**config.mk**
```make
export PLATFORM = sky130hd
export DESIGN_NAME = gpio_arbiter
export DESIGN_NICKNAME = d
export VERILOG_FILES = /design/src/rtl/gpio_arbiter_pkg.sv /design/src/rtl/gpio_arbiter_rr_arb2.sv /design/src/rtl/gpio_arbiter.sv
export SDC_FILE = /design/constraint.sdc
export NUM_CORES = 1
export LEC_CHECK = 0
export CAP_MARGIN = 20
export CELL_PAD_IN_SITES_DETAIL_PLACEMENT = 0
export CELL_PAD_IN_SITES_GLOBAL_PLACEMENT = 1
export CORE_MARGIN = 4
export CORE_UTILIZATION = 33
export DETAILED_ROUTE_END_ITERATION = 12
export PLACE_DENSITY = 0.87
export SKIP_CTS_REPAIR_TIMING = 1
export SYNTH_ARGS = -nofsm -noshare
export SYNTH_HDL_FRONTEND = slang
export SYNTH_SLANG_ARGS = --single-unit
```
**constraint.sdc**
```tcl
create_clock -name clk -period 3.2 [get_ports clk]
set_input_delay 0.64 -clock clk [delete_from_list [all_inputs] [get_ports clk]]
set_output_delay 0.64 -clock clk [all_outputs]
set_load 0.01 [all_outputs]
```
**src/rtl/gpio_arbiter_pkg.sv**
```systemverilog
// Shared definitions for the two-requester GPIO register-port arbiter.
// No logic: arbiter FSM state encoding and GPIO register address map.
// Imported by gpio_arbiter and its bench.
package gpio_arbiter_pkg;

  // Arbiter FSM states; the encoding is visible on waveforms, so keep it fixed.
  typedef enum logic [1:0] {
    IDLE      = 2'd0,
    WRITE     = 2'd1,
    READ_WAIT = 2'd2,
    DONE      = 2'd3
  } state_t;

  // GPIO register map; addresses 2 and 3 are passed through untouched.
  localparam logic [1:0] GPIO_ADDR_OUT = 2'b00;
  localparam logic [1:0] GPIO_ADDR_EN  = 2'b01;

endpackage

```
**src/rtl/gpio_arbiter_rr_arb2.sv**
```systemverilog
// Two-way round-robin picker: grants the sole requester, or on a tie the one not served last.
// Latency: purely combinational, zero cycles.
// Backpressure: none; the caller decides when to sample gnt/valid.
module rr_arb2 (
  input  logic [1:0] req,
  input  logic       last,
  output logic       gnt,
  output logic       valid
);

  // Tie goes to whoever was not granted last; otherwise the single requester wins.
  always_comb begin
    valid = |req;
    if (req == 2'b11) begin
      gnt = ~last;
    end else begin
      gnt = req[1];
    end
  end

endmodule

```
**src/rtl/gpio_arbiter.sv**
```systemverilog
// Shares the GPIO register port between two requesters, round-robin, one access at a time.
// Latency: write strobe+ack the cycle after the grant edge; read ack read_wait edges after grant.
// Backpressure: requests are only sampled in IDLE; a requester holds req until its ack pulse.
module gpio_arbiter
  import gpio_arbiter_pkg::*;
#(
  parameter int npins     = 16,
  parameter int read_wait = 2
) (
  input  logic             clk,
  input  logic             reset,
  input  logic             r0_req,
  input  logic             r0_we,
  input  logic [1:0]       r0_addr,
  input  logic [npins-1:0] r0_wdata,
  output logic             r0_ack,
  output logic [npins-1:0] r0_rdata,
  input  logic             r1_req,
  input  logic             r1_we,
  input  logic [1:0]       r1_addr,
  input  logic [npins-1:0] r1_wdata,
  output logic             r1_ack,
  output logic [npins-1:0] r1_rdata,
  output logic [npins-1:0] gpio_wdata,
  output logic [1:0]       gpio_addr,
  output logic             gpio_wstrobe,
  input  logic [npins-1:0] gpio_rdata,
  output logic             busy
);

  // Counter only needs to hold read_wait-1; keep at least one bit for read_wait = 1.
  localparam int CW = (read_wait > 1) ? $clog2(read_wait) : 1;
  localparam logic [CW-1:0] WAIT_LOAD = CW'(read_wait - 1);

  state_t        state;
  logic          last;
  logic          gnt;
  logic [CW-1:0] cnt;

  logic             arb_gnt;
  logic             arb_vld;
  logic             sel_we;
  logic [1:0]       sel_addr;
  logic [npins-1:0] sel_wdata;

  rr_arb2 u_rr_arb2 (
    .req   ({r1_req, r0_req}),
    .last  (last),
    .gnt   (arb_gnt),
    .valid (arb_vld)
  );

  // Mux the winning requester's command fields.
  always_comb begin
    sel_we    = arb_gnt ? r1_we    : r0_we;
    sel_addr  = arb_gnt ? r1_addr  : r0_addr;
    sel_wdata = arb_gnt ? r1_wdata : r0_wdata;
  end

  assign busy = (state != IDLE);

  // Access FSM; strobe, acks and read data are all registered on state entry.
  always_ff @(posedge clk or posedge reset) begin
    if (reset) begin
      state        <= IDLE;
      last         <= 1'b1;
      gnt          <= 1'b0;
      cnt          <= '0;
      r0_ack       <= 1'b0;
      r1_ack       <= 1'b0;
      gpio_wstrobe <= 1'b0;
      gpio_wdata   <= '0;
      gpio_addr    <= '0;
      r0_rdata     <= '0;
      r1_rdata     <= '0;
    end else begin
      r0_ack       <= 1'b0;
      r1_ack       <= 1'b0;
      gpio_wstrobe <= 1'b0;
      case (state)
        IDLE: begin
          if (arb_vld) begin
            gnt        <= arb_gnt;
            last       <= arb_gnt;
            gpio_addr  <= sel_addr;
            gpio_wdata <= sel_wdata;
            if (sel_we) begin
              state        <= WRITE;
              gpio_wstrobe <= 1'b1;
              r0_ack       <= ~arb_gnt;
              r1_ack       <= arb_gnt;
            end else begin
              state <= READ_WAIT;
              cnt   <= WAIT_LOAD;
            end
          end
        end
        WRITE: begin
          state <= IDLE;
        end
        READ_WAIT: begin
          if (cnt == '0) begin
            state <= DONE;
            if (gnt) begin
              r1_rdata <= gpio_rdata;
              r1_ack   <= 1'b1;
            end else begin
              r0_rdata <= gpio_rdata;
              r0_ack   <= 1'b1;
            end
          end else begin
            cnt <= cnt - 1'b1;
          end
        end
        DONE: begin
          state <= IDLE;
        end
        default: begin
          state <= IDLE;
        end
      endcase
    end
  end

endmodule

```
==> flow_summary.ini, run 1 <==
[synthesis]
synth_top_area_share_pct = 59.3
synth_seq_cells = 58
yosys.area_share.simple_pct = 8.99
synth.area.mux_share_pct = 15.0
syn_area_sq_um = 2410
synth_area_leaders = dfrtp_1 59%, mux2_2 11%, nand2_1 6.2%, a31oi_1 4.9%, a21oi_1 4.4%
yosysSeqAreaShare_pct = 60.3
synthAdderAreaFrac_pct = 0
synth_top_cell_by_area = dfrtp_1
syn_nets = 260
yosys_warnings = 0
synth_top_family_by_area = multiplexers
synthCells = 202
avgSynthCellArea_sq_um = 11.9
synth_xor_area_share_pct = 0
synth-compound-area-share_pct = 12.8
ys_types = 27

[setup_path]
cp.required_ns = 3.36
reg2reg_from = state[0]
arrival_ns = 2.42
critPathMaxFanout = 21
reg2reg_depth = 3
worst-r2r-setup-slack_ns = 1.21
critPathKind = primary input to flop
cp-start-kind = primary input
worstReg2RegEnd = r1_rdata[14]
endpoint_kind = flop

[pwr]
power.switching_mw = 1.21
combPwrFrac_pct = 45.5
power_frac_clock_pct = 19.4
ir_worst_vdd_mv = 0.345
p_per_area_nw_per_um2 = 985
power_frac_seq_pct = 35.1
cellLeakagePower_nw = 1.58
p_int_mw = 2.57
switching_share_pct = 32.0

[timing]
final-hold-violation-count = 0
layout_min_cycle_time_ns = 2.26
setup_viol = 0
whs_ns = 0.489
fin_crit_sh_pct = 70.7
tightest_slew_ns = 0.929
clock_skew_ns = 0.00615
fmax_mhz = 442
slew_violations = 0
rsz0062_at_grt = false
slew_headroom_pct = 38.0
tns_ns = 0

[cells_and_area]
diodes = 0
fin_nets = 374
mostFrequentLayoutCells = 111 x clkdlybuf4s50_1, 57 x dfrtp_1, 40 x nand2_1
fillCellCount = 600
area_growth_pct = 59.3
drive_gt1_share_pct = 16.8
layout_commonest_cell = clkdlybuf4s50_1

[routing]
avgRoutedWirePerCell_um = 15.2
routed_wl_um = 6360
drtIter0Drc = 55
drc = 0
via_per_inst = 4.79
ant_nets = 0
firstDrtPassIters = 4
vias = 1997

[clock_network]
clkSlewWorstSetupHoldPaths_ns = 0.06
cts_sinks = 58
clockRootBuffer = clkbuf_8
cts_tree = yes
numCtsBuffers = 9
clockBufferDepth = 2
h-tree-depth = 3
insertion_delay_ns = 0.32

[die]
fp.dieW_um = 93.4
row_count = 30
pin_count = 112
start_util_pct = 34.7
die_area_sq_um = 8730
die_y_um = 93.4
coreArea_sq_um = 6940

[worst_hold_path]
min_from = r1_rdata[9]
hp-class = flop to flop
hold_depth = 1
hold_end = r1_rdata[9]

[global_route]
grt_max_degree = 27
grt_usage_pct = 15.5
antenna_found_initial = 0
grt_pass1_vias = 2120
grt_first_pass_wirelength_um = 10500
grt_overflow_total = 0

[place]
port_buffers = 111
globalplace.congestion = 0.754
hpwl_um = 4730

[run_status]
status = completed

[flow_run]
drv_cap = 0
==> cells in the mapped netlist <==
library cell / count
mux2_1: 9
inv_1: 3
a21bo_2: 1
buf_2: 2
buf_4: 1
nor3b_4: 1
nand2b_2: 1
a22o_1: 2
dfstp_2: 1
a31o_2: 2
buf_6: 1
mux2_2: 23
a211oi_1: 1
or2_2: 1
nor2_1: 1
nor3_4: 1
nand2_1: 40
o21ba_2: 1
clkbuf_1: 8
a31oi_1: 19
a21oi_1: 21
a21boi_0: 1
dfrtp_1: 57
and2_1: 1
o21ai_0: 1
nor2b_1: 1
o32ai_1: 1
==> critical path: stages <==
cell and delay [ns]:
clkdlybuf4s50_1 0.56, or2_2 0.39, and2_1 0.65, a31oi_1 0.17
==> worst max-delay path by stage <==
| stage | from | end | cells past startpoint |
|---|---|---|---|
| after global routing | r0_req | gpio_wdata[9] | 4 |
| after global placement | r0_req | gpio_wdata[3] | 4 |
| after detailed placement | r0_req | gpio_wdata[6] | 4 |
| after floorplan | reset | cnt | 1 |
| final | r0_req | gpio_wdata[10] | 4 |
| after CTS | r0_req | gpio_wdata[10] | 4 |
==> cell families after synthesis <==
logic type,after synthesis
simple gates,47
mux,32
buf+inv,15
flops,58
compound gates,50
==> layer usage <==
metal	wire length (um)	global-route usage [%]
met2	2880	24.1
met1	2800	19.9
met5	0	0
met3	606	5.07
met4	74	6.47
==> registers in the layout, summed over array words and instances (netlist names) <==
signal	flops
cnt	1
gnt	1
gpio_addr	2
gpio_wdata	16
gpio_wstrobe	1
last	1
r0_ack	1
r0_rdata	16
r1_ack	1
r1_rdata	16
state	2
==> final cells by class <==
| class | instances | area [sq um] | share of cell area [%] |
|---|---|---|---|
| multi-input combinational | 129 | 891 | 23.2 |
| tap | 96 | 120 | 3.13 |
| timing repair buffer | 115 | 1140 | 29.8 |
| clock buffer | 11 | 141 | 3.69 |
| sequential | 58 | 1450 | 37.9 |
| clock inverter | 5 | 77.6 | 2.02 |
| inverter | 3 | 11.3 | 0.294 |
==> power groups by stage <==
stage	Clock (mW)	Sequential, mW	Combinational (mW)
2_1_floorplan	0	1.48	0.655
3_3_place_gp	0	1.33	1.70
3_5_place_dp	0	1.34	1.74
4_1_cts	0.746	1.33	1.74
5_1_grt	0.786	1.38	1.86
6_report	0.733	1.33	1.72
==> metrics by stage <==
| step | total power, mW | area [sq um] | setup WS (ns) | util [%] | cells |
|---|---|---|---|---|---|
| floorplan | 2.13 | 2410 | 1.13 | - | 202 |
| global placement | 3.03 | 3620 | 0.679 | 52.1 | 401 |
| detailed placement | 3.08 | 3620 | 0.586 | 52.1 | 401 |
| CTS | 3.82 | 3830 | 0.929 | 55.2 | 417 |
| global route | 4.03 | 3830 | 0.778 | 55.2 | 417 |
| finish | 3.78 | 3830 | 0.938 | 55.2 | 417 |
Power figures use the tool's default switching activity.
==> inputs of run 2 (changes only) <==
- CORE_UTILIZATION: 33 -> 31
- PLACE_DENSITY: 0.87 -> 0.83
- clock period: 3.2 -> 2.4 ns (I/O delays scaled with it)
==> run 2 against run 1 <==
Against the previous run:
- via count grew 0.45%
- critical path depth decreased by 1
- clock-buffer cell count stayed put
- largest power group unchanged
- routed wire length fell by 0.55%
- sequential cell count stayed put
==> flow_summary.ini, run 2 (synthesis results as in run 1) <==
[die]
fp.dieW_um = 96.1
die_area_sq_um = 9240
pin_count = 112
coreArea_sq_um = 7410
row_count = 31
start_util_pct = 32.5
die_y_um = 96.1

[global_route]
grt_usage_pct = 14.3
grt_max_degree = 27
grt_overflow_total = 0
grt_first_pass_wirelength_um = 10100
antenna_found_initial = 0
grt_pass1_vias = 2130

[pwr]
power_frac_seq_pct = 34.9
power_frac_clock_pct = 19.4
combPwrFrac_pct = 45.7
p_int_mw = 3.46
power.switching_mw = 1.60
ir_worst_vdd_mv = 0.441
cellLeakagePower_nw = 1.61
p_per_area_nw_per_um2 = 1300
switching_share_pct = 31.6

[clock_network]
cts_sinks = 58
clockBufferDepth = 2
cts_tree = yes
clkSlewWorstSetupHoldPaths_ns = 0.07
clockRootBuffer = clkbuf_8
h-tree-depth = 3
numCtsBuffers = 9
insertion_delay_ns = 0.33

[routing]
ant_nets = 0
vias = 2006
routed_wl_um = 6320
firstDrtPassIters = 4
via_per_inst = 4.72
avgRoutedWirePerCell_um = 14.9
drc = 0
drtIter0Drc = 50

[setup_path]
cp-endpoint = busy
critPathMaxFanout = 6
cp-start-kind = flop
worst-r2r-setup-slack_ns = 0.71
critPathKind = flop to primary output
reg2reg_from = state[1]
reg2reg_depth = 4
slowest_stage = clkdlybuf4s50_1
crit_path_cell_trace = nor2_2, inv_1, clkdlybuf4s50_1
cp_top_family = buffers and inverters
arrival_ns = 1.57
cp-startpoint = state[1]
cp_num_cells = 3
path_buf_inv = 2
endpoint_kind = primary output
worstReg2RegEnd = gpio_wdata[1]
cp_slowest_stage_delay_ns = 0.48
cp.required_ns = 1.92

[timing]
final-hold-violation-count = 0
tns_ns = 0
clock_skew_ns = 0.00758
slew_headroom_pct = 58.8
setup_viol = 0
rsz0062_at_grt = false
layout_min_cycle_time_ns = 2.05
fin_crit_sh_pct = 85.3
slew_violations = 0
fmax_mhz = 489
tightest_slew_ns = 0.618

[place]
port_buffers = 111
globalplace.congestion = 0.752
dp_cells = 409
hpwl_um = 4660

[run_status]
status = completed

[cells_and_area]
top_regs = gpio_wdata x16, r0_rdata x16, r1_rdata x16
diodes = 0
drive_gt1_share_pct = 18.1
mostFrequentLayoutCells = 111 x clkdlybuf4s50_1, 57 x dfrtp_1, 40 x nand2_1
area_growth_pct = 61.5
layout_commonest_cell = clkdlybuf4s50_1
fin_nets = 379
layout.cells.non_filler = 425

[flow_run]
drv_cap = 0

[worst_hold_path]
hp-class = primary input to asynchronous set/reset pin
[run 2: how the worst min path moves through the flow]
stage                      start      endpoint  slack (ns)  cells past startpoint
floorplan               state[0]      state[0]        0.43                      1
global placement    r1_rdata[10]  r1_rdata[10]        0.47                      1
detailed placement  r1_rdata[10]  r1_rdata[10]        0.48                      1
CTS                        reset   r0_rdata[4]        0.45                      2
global route               reset   r0_rdata[4]        0.49                      2
finish                     reset   r0_rdata[4]        0.44                      2
[run 2: worst register-to-register path, delay by kind of cell (launching register included)]
kind / cells / cell delay [ns]
simple gates: 2 / 0.84
flops: 1 / 0.43
buf+inv: 1 / 0.23
compound gates: 1 / 0.07
[run 2: layout make-up]
| type | count | area [sq um] |
|---|---|---|
| Clock buffer | 11 | 141 |
| Clock inverter | 5 | 77.6 |
| Timing Repair Buffer | 120 | 1190 |
| Fill cell | 659 | 3520 |
| Sequential cell | 58 | 1450 |
| Inverter | 3 | 11.3 |
| Tap cell | 99 | 124 |
| Multi-Input combinational cell | 129 | 891 |
[run 2: power groups by stage]
stage	combinational [mW]	sequential, mW	clock, mW
finish	2.32	1.77	0.980
global route	2.54	1.83	1.06
CTS	2.36	1.77	1.01
detailed placement	2.36	1.78	0
global placement	2.31	1.77	0
floorplan	0.874	1.97	0
[run 2: per-layer routing]
layer	wire length, um	vias to the layer above	global-route usage (%)
met1	2870	939	17.8
met5	0	-	0
met3	707	9	5.00
met2	2640	107	22.4
met4	103	0	6.64
li1	-	951	-
[run 2: per-stage QoR]
step / cell area (sq um) / power [mW] / hold WS (ns) / util (%) / setup slack (ns)
floorplan: 2410 / 2.84 / 0.431 / - / 0.494
global placement: 3670 / 4.09 / 0.467 / 49.5 / 0.296
detailed placement: 3670 / 4.14 / 0.477 / 49.5 / 0.228
CTS: 3890 / 5.14 / 0.448 / 52.5 / 0.299
global route: 3890 / 5.43 / 0.488 / 52.5 / 0.212
finish: 3890 / 5.06 / 0.444 / 52.5 / 0.353
